===== config.mk =====
export PLATFORM = sky130hd
export DESIGN_NAME = touch_key_gen_flat
export DESIGN_NICKNAME = d
export VERILOG_FILES = /design/src/rtl/touch_key_gen_if.sv /design/src/rtl/touch_key_gen.sv /design/src/flat_wrapper.sv
export SDC_FILE = /design/constraint.sdc
export NUM_CORES = 1
export LEC_CHECK = 0
export BUFFER_PORTS_ARGS = -buffer_cell sky130_fd_sc_hd__buf_4
export CAP_MARGIN = 10
export CORE_ASPECT_RATIO = 0.6
export CORE_MARGIN = 4
export CORE_UTILIZATION = 35
export CTS_BUF_LIST = sky130_fd_sc_hd__clkbuf_16
export DETAILED_ROUTE_END_ITERATION = 16
export GPL_TIMING_DRIVEN = 0
export SYNTH_ARGS = -nofsm -noshare
export SYNTH_HDL_FRONTEND = slang
export SYNTH_SLANG_ARGS = --single-unit

===== constraint.sdc =====
create_clock -name sys_clk -period 3.2 [get_ports sys_clk]
set_input_delay 0.8 -clock sys_clk [delete_from_list [all_inputs] [get_ports sys_clk]]
set_output_delay 0.8 -clock sys_clk [all_outputs]
set_load 0.02 [all_outputs]

===== src/rtl/touch_key_gen_if.sv =====
// -----------------------------------------------------------------------------
// touch_key_gen_if
//   Bundles the request/status signals of the touch-sensor emulator.
//
//   press_req  : start request from the test controller
//   press_cnt  : number of presses in the burst (0..15)
//   touch_key  : emulated capacitive sensor level, 1 = touched
//   busy       : burst in progress
//   done       : one-cycle completion pulse
//
//   master : the side that requests bursts (test controller / bench)
//   slave  : the emulator itself
// -----------------------------------------------------------------------------
interface touch_key_gen_if;
    logic       press_req;
    logic [3:0] press_cnt;
    logic       touch_key;
    logic       busy;
    logic       done;

    modport master (
        output press_req,
        output press_cnt,
        input  touch_key,
        input  busy,
        input  done
    );

    modport slave (
        input  press_req,
        input  press_cnt,
        output touch_key,
        output busy,
        output done
    );
endinterface


===== src/rtl/touch_key_gen.sv =====
// -----------------------------------------------------------------------------
// touch_key_gen
//   Touch-sensor emulator. On request it drives touch_key exactly like the
//   capacitive touch chip would: a burst of N presses, each HOLD_CYC cycles
//   high followed by GAP_CYC cycles low, then a one-cycle done pulse.
//
//   Parameters
//     CNT_W     width of the hold/gap timing counter
//     HOLD_CYC  cycles touch_key stays high per press (>= 1)
//     GAP_CYC   cycles touch_key stays low after each press (>= 1)
//
//   Ports
//     sys_clk    system clock
//     sys_rst_n  asynchronous active-low reset
//     bus        touch_key_gen_if.slave:
//                  press_req (in)  start request, only honoured in IDLE
//                  press_cnt (in)  presses in burst, latched at acceptance
//                  touch_key (out) emulated sensor level
//                  busy      (out) high while PRESS/GAP
//                  done      (out) one-cycle pulse at burst completion
//
//   All outputs are registered. The output registers load values derived from
//   the next state, so touch_key/busy change on the same edge the state does.
// -----------------------------------------------------------------------------
module touch_key_gen #(
    parameter int CNT_W    = 24,
    parameter int HOLD_CYC = 12_500_000,
    parameter int GAP_CYC  = 5_000_000
) (
    input  logic            sys_clk,
    input  logic            sys_rst_n,
    touch_key_gen_if.slave  bus
);

    typedef enum logic [1:0] {
        ST_IDLE  = 2'd0,
        ST_PRESS = 2'd1,
        ST_GAP   = 2'd2
    } state_t;

    // Terminal counts: a phase lasts exactly N cycles when the counter,
    // cleared on entry, is compared against N-1.
    localparam logic [CNT_W-1:0] HOLD_LAST = CNT_W'(HOLD_CYC - 1);
    localparam logic [CNT_W-1:0] GAP_LAST  = CNT_W'(GAP_CYC - 1);

    state_t           state_q, state_d;
    logic [CNT_W-1:0] tcnt_q,  tcnt_d;      // cycles spent in current phase
    logic [3:0]       pcnt_q,  pcnt_d;      // presses still to finish
    logic             touch_key_q, touch_key_d;
    logic             busy_q,      busy_d;
    logic             done_q,      done_d;

    // Completion events, produced by the next-state logic for the output logic
    logic             zero_burst;           // accepted request with count 0
    logic             burst_end;            // gap of the last press expires

    // ------------------------------------------------------------------
    // State and output registers
    // ------------------------------------------------------------------
    always_ff @(posedge sys_clk or negedge sys_rst_n) begin
        if (!sys_rst_n) begin
            state_q     <= ST_IDLE;
            tcnt_q      <= '0;
            pcnt_q      <= '0;
            touch_key_q <= 1'b0;
            busy_q      <= 1'b0;
            done_q      <= 1'b0;
        end else begin
            state_q     <= state_d;
            tcnt_q      <= tcnt_d;
            pcnt_q      <= pcnt_d;
            touch_key_q <= touch_key_d;
            busy_q      <= busy_d;
            done_q      <= done_d;
        end
    end

    // ------------------------------------------------------------------
    // Next-state logic
    // ------------------------------------------------------------------
    always_comb begin
        state_d    = state_q;
        tcnt_d     = tcnt_q;
        pcnt_d     = pcnt_q;
        zero_burst = 1'b0;
        burst_end  = 1'b0;

        case (state_q)
            ST_IDLE: begin
                tcnt_d = '0;
                // Also taken in the done cycle: a new burst may start there.
                if (bus.press_req) begin
                    pcnt_d = bus.press_cnt;
                    if (bus.press_cnt != 4'd0) begin
                        state_d = ST_PRESS;
                    end else begin
                        zero_burst = 1'b1;
                    end
                end
            end

            ST_PRESS: begin
                if (tcnt_q == HOLD_LAST) begin
                    state_d = ST_GAP;
                    tcnt_d  = '0;
                end else begin
                    tcnt_d  = tcnt_q + CNT_W'(1);
                end
            end

            ST_GAP: begin
                if (tcnt_q == GAP_LAST) begin
                    tcnt_d = '0;
                    pcnt_d = pcnt_q - 4'd1;
                    // pcnt_q counts the press whose gap is ending now.
                    if (pcnt_q == 4'd1) begin
                        state_d   = ST_IDLE;
                        burst_end = 1'b1;
                    end else begin
                        state_d   = ST_PRESS;
                    end
                end else begin
                    tcnt_d = tcnt_q + CNT_W'(1);
                end
            end

            default: begin
                state_d = ST_IDLE;
                tcnt_d  = '0;
                pcnt_d  = '0;
            end
        endcase
    end

    // ------------------------------------------------------------------
    // Output logic (feeds the output registers)
    // ------------------------------------------------------------------
    always_comb begin
        touch_key_d = (state_d == ST_PRESS);
        busy_d      = (state_d != ST_IDLE);
        done_d      = zero_burst | burst_end;
    end

    assign bus.touch_key = touch_key_q;
    assign bus.busy      = busy_q;
    assign bus.done      = done_q;

endmodule


===== src/flat_wrapper.sv =====
// flat-port wrapper written by rule: the top's interface ports become plain ports
module touch_key_gen_flat 
#(
    parameter int CNT_W    = 24,
    parameter int HOLD_CYC = 12_500_000,
    parameter int GAP_CYC  = 5_000_000
)
  (sys_clk, sys_rst_n, bus_press_req, bus_press_cnt, bus_touch_key, bus_busy, bus_done);
  touch_key_gen_if bus_i ();
  input  logic sys_clk;
  input  logic sys_rst_n;
  input wire logic [$bits(bus_i.press_req)-1:0] bus_press_req;
  input wire logic [$bits(bus_i.press_cnt)-1:0] bus_press_cnt;
  output wire logic [$bits(bus_i.touch_key)-1:0] bus_touch_key;
  output wire logic [$bits(bus_i.busy)-1:0] bus_busy;
  output wire logic [$bits(bus_i.done)-1:0] bus_done;
  assign bus_i.press_req = bus_press_req;
  assign bus_i.press_cnt = bus_press_cnt;
  assign bus_touch_key = bus_i.touch_key;
  assign bus_busy = bus_i.busy;
  assign bus_done = bus_i.done;
  touch_key_gen #(.CNT_W(CNT_W), .HOLD_CYC(HOLD_CYC), .GAP_CYC(GAP_CYC)) u_core (.sys_clk(sys_clk), .sys_rst_n(sys_rst_n), .bus(bus_i));
endmodule

==> results.cfg, run 1 <==
[outcome]
outcome = finished, final reports clean

[yosys]
synth_area_leader_cell = dfrtp_1
synth.top_cell.area_share_pct = 43.8
synthesis.nets = 208
post_synthesis_cell_count = 194
seq_area_frac_synth_pct = 43.8
post_synth_instance_area_sq_um = 1890
synth.avg_cell_area_sq_um = 9.72
synth_area_leaders = dfrtp_1 44%, xnor2_1 7.0%, nor2_1 6.6%, ha_1 4.6%, xor2_1 3.3%
synth_seq_cells = 33
synthDistinctLibCells = 42
synth_warnings = 0

[sta]
timing.final.crit_period_ns = 2.32
finClkSkew_ns = 0.00544
timing.final.max_slew_violations = 0
fin_tns_setup_ns = 0
setup_viol_count_final = 0
report.final.hold_viol_count = 0
timing.fmax_mhz = 431
worst_slew_pin_slew_ns = 0.616
period_share_pct = 72.5
relSlewSlack_pct = 58.8
rsz0062_at_grt = no

[critical_path]
crit_path_max_fanout = 10
worst_setup_path_start_kind = flop
crit_arrival_ns = 2.48
cp_cell_sequence = ha_1 -> and4_1 -> buf_2 -> nand3_1 -> o41ai_4 -> a21bo_4 -> buf_6 -> nor2_1
rrSetupSlack_ns = 0.88
setup_crit_end_kind = flop
required_ns = 3.36
timing.critical_path.slowest_cell_delay_ns = 0.55
setup_crit_path_kind = reg2reg
cp_slowest_cell = o41ai_4

[clock_tree]
cts-htree-levels = 2
clk_latency_worst_skew_pair_ns = 0.28
clock_path_buffers = 2
cts_root_buffer = clkbuf_16
cts_inserted_buffers = 5
clock-sinks = 33
postCtsSetupRepairBufs = 0
cts.clk_slew.worst_paths_ns = 0.05
tritoncts = done
post_cts.resized_instances = 0
post_cts_hold_fix_bufs = 0

[global_routing]
antenna_found_initial = 0
grt_max_degree = 34
global_route.usage.total_pct = 13.6
grt-ovfl-total = 0
grt_pass1_vias = 1307
grt_first_pass_wirelength_um = 6780

[detailed_routing]
drcViolationCount = 0
dr_total_vias = 1390
routed_wirelength_um = 3930
route.antenna.remaining_nets = 0
route.detailed.wl_per_inst_um = 14.2
drt_pre_antenna_iters = 4
dr.first_iter.drc_count = 89
post_drt_via_cell_ratio = 5.02

[power_and_ir_drop]
power-per-cell-area_nw_per_um2 = 653
ir_worst_vdd_mv = 0.230
power_leakage_uw = 0.000864
post-layout-total-power_uw = 1430

[floorplanning]
fp.dieArea_sq_um = 6660
placement_rows = 20
floorplan.io_pins = 10
die_width_um = 103
fp.coreArea_sq_um = 5130
die_h_um = 64.9
initial_core_util_pct = 36.8

[place]
port_buffers = 9
hpwlAfterDp_um = 2760
gp_congestion = 0.817

[finish]
layout-drive-gt1-share_pct = 14.2
final_net_count = 224
areaGrowthSynthToFinish_pct = 16.6
mostFrequentLayoutCells = 33 x nor2_1, 33 x dfrtp_1, 15 x xnor2_1, 14 x inv_1
antenna_cells_inserted = 0
nFillCells = 496

[flow_run]
timing.max_cap.violations = 0

[worst_hold_path]
min_path_type = in2async
critical path, delay by kind of cell (launching register included):
family | cells | cell delay [ns]
AND/OR/NAND/NOR | 3 | 0.44
adder cells (fa/ha/maj) | 1 | 0.22
flip-flops | 1 | 0.38
buffers and inverters | 2 | 0.32
AO/OA/AOI/OAI | 2 | 0.82
layer usage:
layer	global-route usage (%)	wire [um]	up-vias
met2	15.4	1380	24
li1	-	-	715
met5	0	0	-
met4	6.30	81	0
met3	3.98	208	8
met1	22.1	2260	643
area by class of cell:
cell class	instances	area, sq um	share of cell area, %
inverter	13	48.8	2.22
clock buffer	5	125	5.69
clock inverter	3	37.5	1.71
buffer	6	52.6	2.39
multi-input combinational	142	958	43.6
sequential	33	826	37.6
tap	66	82.6	3.76
timing repair buffer	9	67.6	3.07
sequential cells by signal, indices dropped and copies added, names as in the netlist:
name	count
u_core.bus.done	1
u_core.bus.busy	1
u_core.bus.touch_key	1
u_core.pcnt_q	4
u_core.state_q	2
u_core.tcnt_q	24
report_power, final:
part | leakage, uW | internal (uW) | switching [uW] | total (uW)
combinational | 0.000334 | 161 | 233 | 394
sequential | 0.000448 | 468 | 35.8 | 504
clock | 0.0000826 | 361 | 176 | 537
total | 0.000864 | 990 | 445 | 1430
path summary, 6_finish.rpt:
path / start / cells past startpoint / endpoint
worst max-delay path: u_core.tcnt_q[0] / 8 / u_core.tcnt_q[15]
worst min-delay path: sys_rst_n / 1 / u_core.tcnt_q[2]
worst max register to register: u_core.tcnt_q[0] / 8 / u_core.tcnt_q[15]
worst min register to register: u_core.tcnt_q[0] / 1 / u_core.tcnt_q[0]
max in group asynchronous: sys_rst_n / 1 / u_core.tcnt_q[10]
min in group sys_clk: u_core.tcnt_q[0] / 1 / u_core.tcnt_q[0]
logic make-up (layout without fill, tap and decap cells):
family / after synthesis / in the layout / synth area share (%)
xor+xnor: 22 / 22 / 10.2
flops: 33 / 33 / 43.8
fa+ha+maj: 7 / 7 / 4.64
simple gates: 88 / 88 / 25.0
buf+inv: 19 / 36 / 5.37
compound gates: 25 / 25 / 11.0
cells in the mapped netlist, drive strengths merged:
library cell / instances
nand4b: 1
dfrtp: 33
a21bo: 2
nand2b: 1
nand4bb: 1
clkbuf: 1
a31oi: 4
xor2: 7
nor4b: 2
nand2: 11
nand3: 11
nor2: 33
and4: 5
or4: 2
o221ai: 1
buf: 4
nand4: 7
clkdlybuf4s25: 1
or4b: 1
inv: 13
a2bb2oi: 1
nor4: 4
a21oi: 6
a211oi: 1
a41oi: 1
nor3b: 1
and2: 1
xnor2: 15
o21ai: 3
nor3: 7
o41ai: 2
a21o: 1
o211ai: 1
a22oi: 1
ha: 7
o311ai: 1
per-stage QoR:
stage | hold slack [ns] | instances | util (%) | worst slack (ns) | area, sq um
3_3_place_gp | 0.481 | 269 | 39.7 | 0.859 | 2040
3_5_place_dp | 0.482 | 269 | 39.7 | 0.898 | 2040
5_1_grt | 0.501 | 277 | 42.9 | 0.611 | 2200
4_1_cts | 0.478 | 277 | 42.9 | 0.875 | 2200
2_1_floorplan | 0.450 | 194 | - | 1.18 | 1890
6_report | 0.456 | 277 | 42.9 | 0.879 | 2200
Power figures use the tool's default switching activity.
==> inputs of run 2 (changes only) <==
- clock period: 3.2 -> 2.2 ns (I/O delays scaled with it)
==> results.cfg, run 2 (synthesis gave the netlist of run 1 again) <==
[finish]
commonest_non_fill_non_tap_cell_in_the_layout = nor2_1
top_register = u_core.tcnt_q
antenna_cells_inserted = 0
areaGrowthSynthToFinish_pct = 21.6
design_area_sq_um = 2290
largest_register_ff_count = 24
layout-drive-gt1-share_pct = 19.4
final_net_count = 230
mostFrequentLayoutCells = 33 x nor2_1, 32 x dfrtp_1, 15 x xnor2_1, 15 x buf_4, 14 x inv_1
regs_by_ff_count = u_core.tcnt_q: 24 flops, u_core.pcnt_q: 4 flops, u_core.state_q: 2 flops

[detailed_routing]
drt_pre_antenna_iters = 5
route.antenna.remaining_nets = 0
dr.first_iter.drc_count = 89
routed_wirelength_um = 4020
drcViolationCount = 0
post_drt_via_cell_ratio = 5.08
dr_total_vias = 1437
route.detailed.wl_per_inst_um = 14.2

[critical_path]
setup_crit_end_kind = flop
crit_path_max_fanout = 3
required_ns = 2.35
worst_setup_path_start_kind = flop
r2r_cells = 5
crit_arrival_ns = 2.25
r2r_end = u_core.bus.busy
critical_path.endpoint = u_core.bus.busy
regToRegStartpoint = u_core.tcnt_q[13]
rrSetupSlack_ns = 0.09
setup.worst_path.start = u_core.tcnt_q[13]
setup_crit_path_kind = reg2reg

[sta]
report.final.hold_viol_count = 0
finClkSkew_ns = 0.00477
timing.fmax_mhz = 474
fin_tns_setup_ns = 0
setup_viol_count_final = 0
setup_slack_ns = 0.0908
relSlewSlack_pct = 71.4
rsz0062_at_grt = yes
worst_slew_pin_slew_ns = 0.430
timing.final.max_slew_violations = 0
timing.final.crit_period_ns = 2.11
period_share_pct = 95.9

[clock_tree]
cts.clk_slew.worst_paths_ns = 0.05
post_cts_hold_fix_bufs = 0
clock-sinks = 33
clk_latency_worst_skew_pair_ns = 0.28
clock_path_buffers = 2
tritoncts = done
cts_inserted_buffers = 5
cts_root_buffer = clkbuf_16
cts-htree-levels = 2

[place]
hpwlAfterDp_um = 2760
postPlaceCellArea_sq_um = 2040
gp_congestion = 0.817
dp_slack_ns = -0.102
port_buffers = 9

[global_routing]
grt_pass1_vias = 1325
grt_max_degree = 34
grt_first_pass_wirelength_um = 6820
antenna_found_initial = 0
global_route.usage.total_pct = 13.7
grt-ovfl-total = 0

[power_and_ir_drop]
ir_worst_vdd_mv = 0.337
power.switching_fraction_pct = 31.2
switching_power_total_uw = 674
power-per-cell-area_nw_per_um2 = 943
power.share.sequential_pct = 34.0
power_frac_comb_pct = 29.9
cellInternalPower_uw = 1490
power_frac_clock_pct = 36.1
power_leakage_uw = 0.000893

[floorplanning]
die_h_um = 64.9
placement_rows = 20
initial_core_util_pct = 36.8
fp.dieArea_sq_um = 6660
fp.coreArea_sq_um = 5130
floorplan.io_pins = 10
die_width_um = 103

[worst_hold_path]
min_path_type = in2async

[flow_run]
timing.max_cap.violations = 0

[outcome]
outcome = finished, final reports clean
[run 2: cell count changes in the layout (fill, tap and decap cells not counted), sizes merged]
cell	before	now
clkbuf	6	7
buf	13	18
[run 2: how the worst min path moves through the flow]
stage / depth (start not counted) / endpoint / slack (ns)
2_1_floorplan: 0 / u_core.bus.busy / 0.25
3_3_place_gp: 1 / u_core.tcnt_q[0] / 0.48
3_5_place_dp: 1 / u_core.tcnt_q[0] / 0.48
4_1_cts: 1 / u_core.tcnt_q[7] / 0.23
5_1_grt: 1 / u_core.tcnt_q[7] / 0.25
6_report: 1 / u_core.tcnt_q[2] / 0.20
[run 2: critical path, cell delays in order (launching register included)]
cell and delay, ns:
dfrtp_1 0.42, nor4b_2 0.28, nand4_1 0.26, or4_4 0.62, o311ai_4 0.27, a31oi_1 0.13
[run 2: layer usage]
| layer | GRT usage (%) | routed length, um |
|---|---|---|
| met2 | 15.8 | 1430 |
| met4 | 6.30 | 82 |
| met3 | 3.98 | 241 |
| met5 | 0 | 0 |
| met1 | 22.0 | 2260 |
[run 2: power by group through the flow]
| stage | clock, uW | combinational [uW] | sequential [uW] |
|---|---|---|---|
| 2_1_floorplan | 0 | 398 | 757 |
| 3_3_place_gp | 0 | 578 | 744 |
| 3_5_place_dp | 0 | 577 | 742 |
| 4_1_cts | 797 | 585 | 734 |
| 5_1_grt | 825 | 724 | 749 |
| 6_report | 781 | 647 | 736 |
[run 2: final cells by class]
cell class,count,area [sq um]
Fill cell,490,2840
Multi-Input combinational cell,142,1000
Sequential cell,33,827
Clock buffer,5,125
Timing Repair Buffer,15,113
Tap cell,66,82.6
Buffer,6,58.8
Inverter,13,48.8
Clock inverter,3,37.5
[run 2: timing repair]
item / in CTS / in global routing
resized for setup: 2 / 8
endpoints found under the setup margin: 26 / 27
pin swaps: 1 / 3
buffers inserted: 3 / 3
hold endpoints to repair: 0 / 0
[run 2: per-stage QoR]
stage / hold WS, ns / instances / utilization [%] / power [uW]
after floorplan: 0.254 / 194 / - / 1160
after global placement: 0.481 / 269 / 39.7 / 1320
after detailed placement: 0.482 / 269 / 39.7 / 1320
after CTS: 0.228 / 280 / 43.6 / 2120
after global routing: 0.252 / 283 / 44.7 / 2300
final: 0.205 / 283 / 44.7 / 2160
==> inputs of run 3 (changes only) <==
==> constraint.sdc (replaced) <==
create_clock -name sys_clk -period 2.2 [get_ports sys_clk]
set_input_delay 0.11 -clock sys_clk [delete_from_list [all_inputs] [get_ports sys_clk]]
set_output_delay 0.11 -clock sys_clk [all_outputs]
set_load 0.02 [all_outputs]
==> results.cfg, run 3 (synthesis gave the netlist of run 1 again) <==
[power_and_ir_drop]
power_leakage_uw = 0.000897
ir_worst_vdd_mv = 0.338
power-per-cell-area_nw_per_um2 = 941

[place]
hpwlAfterDp_um = 2760
port_buffers = 9
gp_congestion = 0.817
dp.cells = 269

[global_routing]
antenna_found_initial = 0
global_route.usage.total_pct = 13.7
grt.met2_usage_pct = 15.8
grt_max_degree = 34
gr-usage-met1_pct = 22.0
grt_first_pass_wirelength_um = 6820
grt_pass1_vias = 1325
grt-ovfl-total = 0
grt_use_met3_pct = 3.98
globalRoute.busiestLayer = met1

[outcome]
outcome = finished, final reports clean

[critical_path]
r2r_cells = 5
rrSetupSlack_ns = 0.1
crit_path_max_fanout = 4
critical_path.endpoint = u_core.bus.busy
setup_crit_end_kind = flop
regToRegStartpoint = u_core.tcnt_q[15]
r2r_end = u_core.bus.busy
cp_num_cells = 5
crit_arrival_ns = 2.25
critical_path.n_buffers_inverters = 0
cp_slowest_cell = or4_4
setup.worst_path.start = u_core.tcnt_q[15]
cp_top_family = simple AND/OR/NAND/NOR gates
required_ns = 2.34
worst_setup_path_start_kind = flop
timing.critical_path.slowest_cell_delay_ns = 0.62
setup_crit_path_kind = reg2reg
cp_cell_sequence = nor4b_2 -> nand4_1 -> or4_4 -> o311ai_4 -> a31oi_1

[floorplanning]
fp.coreArea_sq_um = 5130
fp.dieArea_sq_um = 6660
floorplan.io_pins = 10
initial_core_util_pct = 36.8
die_h_um = 64.9
placement_rows = 20
die_width_um = 103

[detailed_routing]
routed_wirelength_um = 4020
post_drt_via_cell_ratio = 5.05
route.detailed.wl_per_inst_um = 14.2
drcViolationCount = 0
drt_pre_antenna_iters = 4
dr.first_iter.drc_count = 82
route.antenna.remaining_nets = 0
dr_total_vias = 1435

[clock_tree]
clock_path_buffers = 2
cts-htree-levels = 2
tritoncts = done
clk_latency_worst_skew_pair_ns = 0.28
clock-sinks = 33
cts.clk_slew.worst_paths_ns = 0.05
cts_inserted_buffers = 5
cts_root_buffer = clkbuf_16

[finish]
final_net_count = 231
largest_register_ff_count = 24
mostFrequentLayoutCells = 33 x nor2_1, 32 x dfrtp_1, 15 x xnor2_1, 15 x buf_4, 14 x inv_1
areaGrowthSynthToFinish_pct = 22.2
layout.cells.non_filler = 284
regs_by_ff_count = u_core.tcnt_q: 24 flops, u_core.pcnt_q: 4 flops, u_core.state_q: 2 flops
top_register = u_core.tcnt_q
commonest_non_fill_non_tap_cell_in_the_layout = nor2_1
layout-drive-gt1-share_pct = 19.3
nFillCells = 489
antenna_cells_inserted = 0

[sta]
timing.final.crit_period_ns = 2.10
timing.fmax_mhz = 476
report.final.hold_viol_count = 0
worst_slew_pin_slew_ns = 0.428
setup_viol_count_final = 0
timing.final.max_slew_violations = 0
period_share_pct = 95.6
fin_tns_setup_ns = 0
finClkSkew_ns = 0.00501
relSlewSlack_pct = 71.5
rsz0062_at_grt = yes

[worst_hold_path]
min_path_type = in2reg
worstHoldStart = bus_press_req

[flow_run]
timing.max_cap.violations = 0
==> run 3: worst register-to-register path: cells and delay by family (launching register included) <==
kind / cells / cell delay (ns)
flip-flops: 1 / 0.43
AND/OR/NAND/NOR: 3 / 1.14
AO/OA/AOI/OAI: 2 / 0.40
==> run 3: how the worst min path moves through the flow <==
stage / to / cells past startpoint / slack (ns)
after floorplan: u_core.bus.busy / 0 / -0.19
after global placement: u_core.tcnt_q[2] / 1 / 0.09
after detailed placement: u_core.tcnt_q[5] / 1 / 0.09
after CTS: u_core.bus.done / 3 / 0.08
after global routing: u_core.bus.done / 3 / 0.1
final: u_core.bus.done / 3 / 0.08
==> run 3: metal layers <==
metal  vias to the layer above  wire, um
li1                        726         -
met1                       678      2300
met2                        24      1430
met3                         7       212
met4                         0        82
met5                         -         0
==> run 3: where the power goes <==
group          total, uW  switching [uW]  internal [uW]  leakage [uW]
sequential           736            55.4            681      0.000446
combinational        650             366            284      0.000368
clock                782             256            526     0.0000826
==> run 3: cell type report <==
| cell class | count | area [sq um] | area share (%) |
|---|---|---|---|
| clock inverter | 3 | 37.5 | 1.63 |
| buffer | 6 | 58.8 | 2.55 |
| tap | 66 | 82.6 | 3.59 |
| inverter | 13 | 48.8 | 2.12 |
| timing repair buffer | 16 | 123 | 5.32 |
| multi-input combinational | 142 | 1000 | 43.5 |
| clock buffer | 5 | 125 | 5.43 |
| sequential | 33 | 827 | 35.9 |
==> run 3: stage by stage <==
step	cell area (sq um)	hold WS, ns	power [uW]	setup slack, ns	utilization (%)
final	2300	0.0818	2170	0.0970	44.9
after global routing	2300	0.0985	2300	-0.0119	44.9
after CTS	2250	0.0842	2120	0.0235	43.8
after detailed placement	2040	0.0875	1320	-0.102	39.7
after global placement	2040	0.0857	1320	-0.141	39.7
after floorplan	1890	-0.186	1160	0.180	-
==> run 3: timing repair <==
| action | 4_1_cts | 5_1_grt |
|---|---|---|
| pin swaps | 1 | 3 |
| hold endpoints to repair | 33 | 0 |
| resized for setup | 2 | 8 |
| buffers inserted | 3 | 3 |
| setup endpoints to repair | 26 | 27 |
| hold buffers | 1 | 0 |
| gates cloned | 0 | 0 |
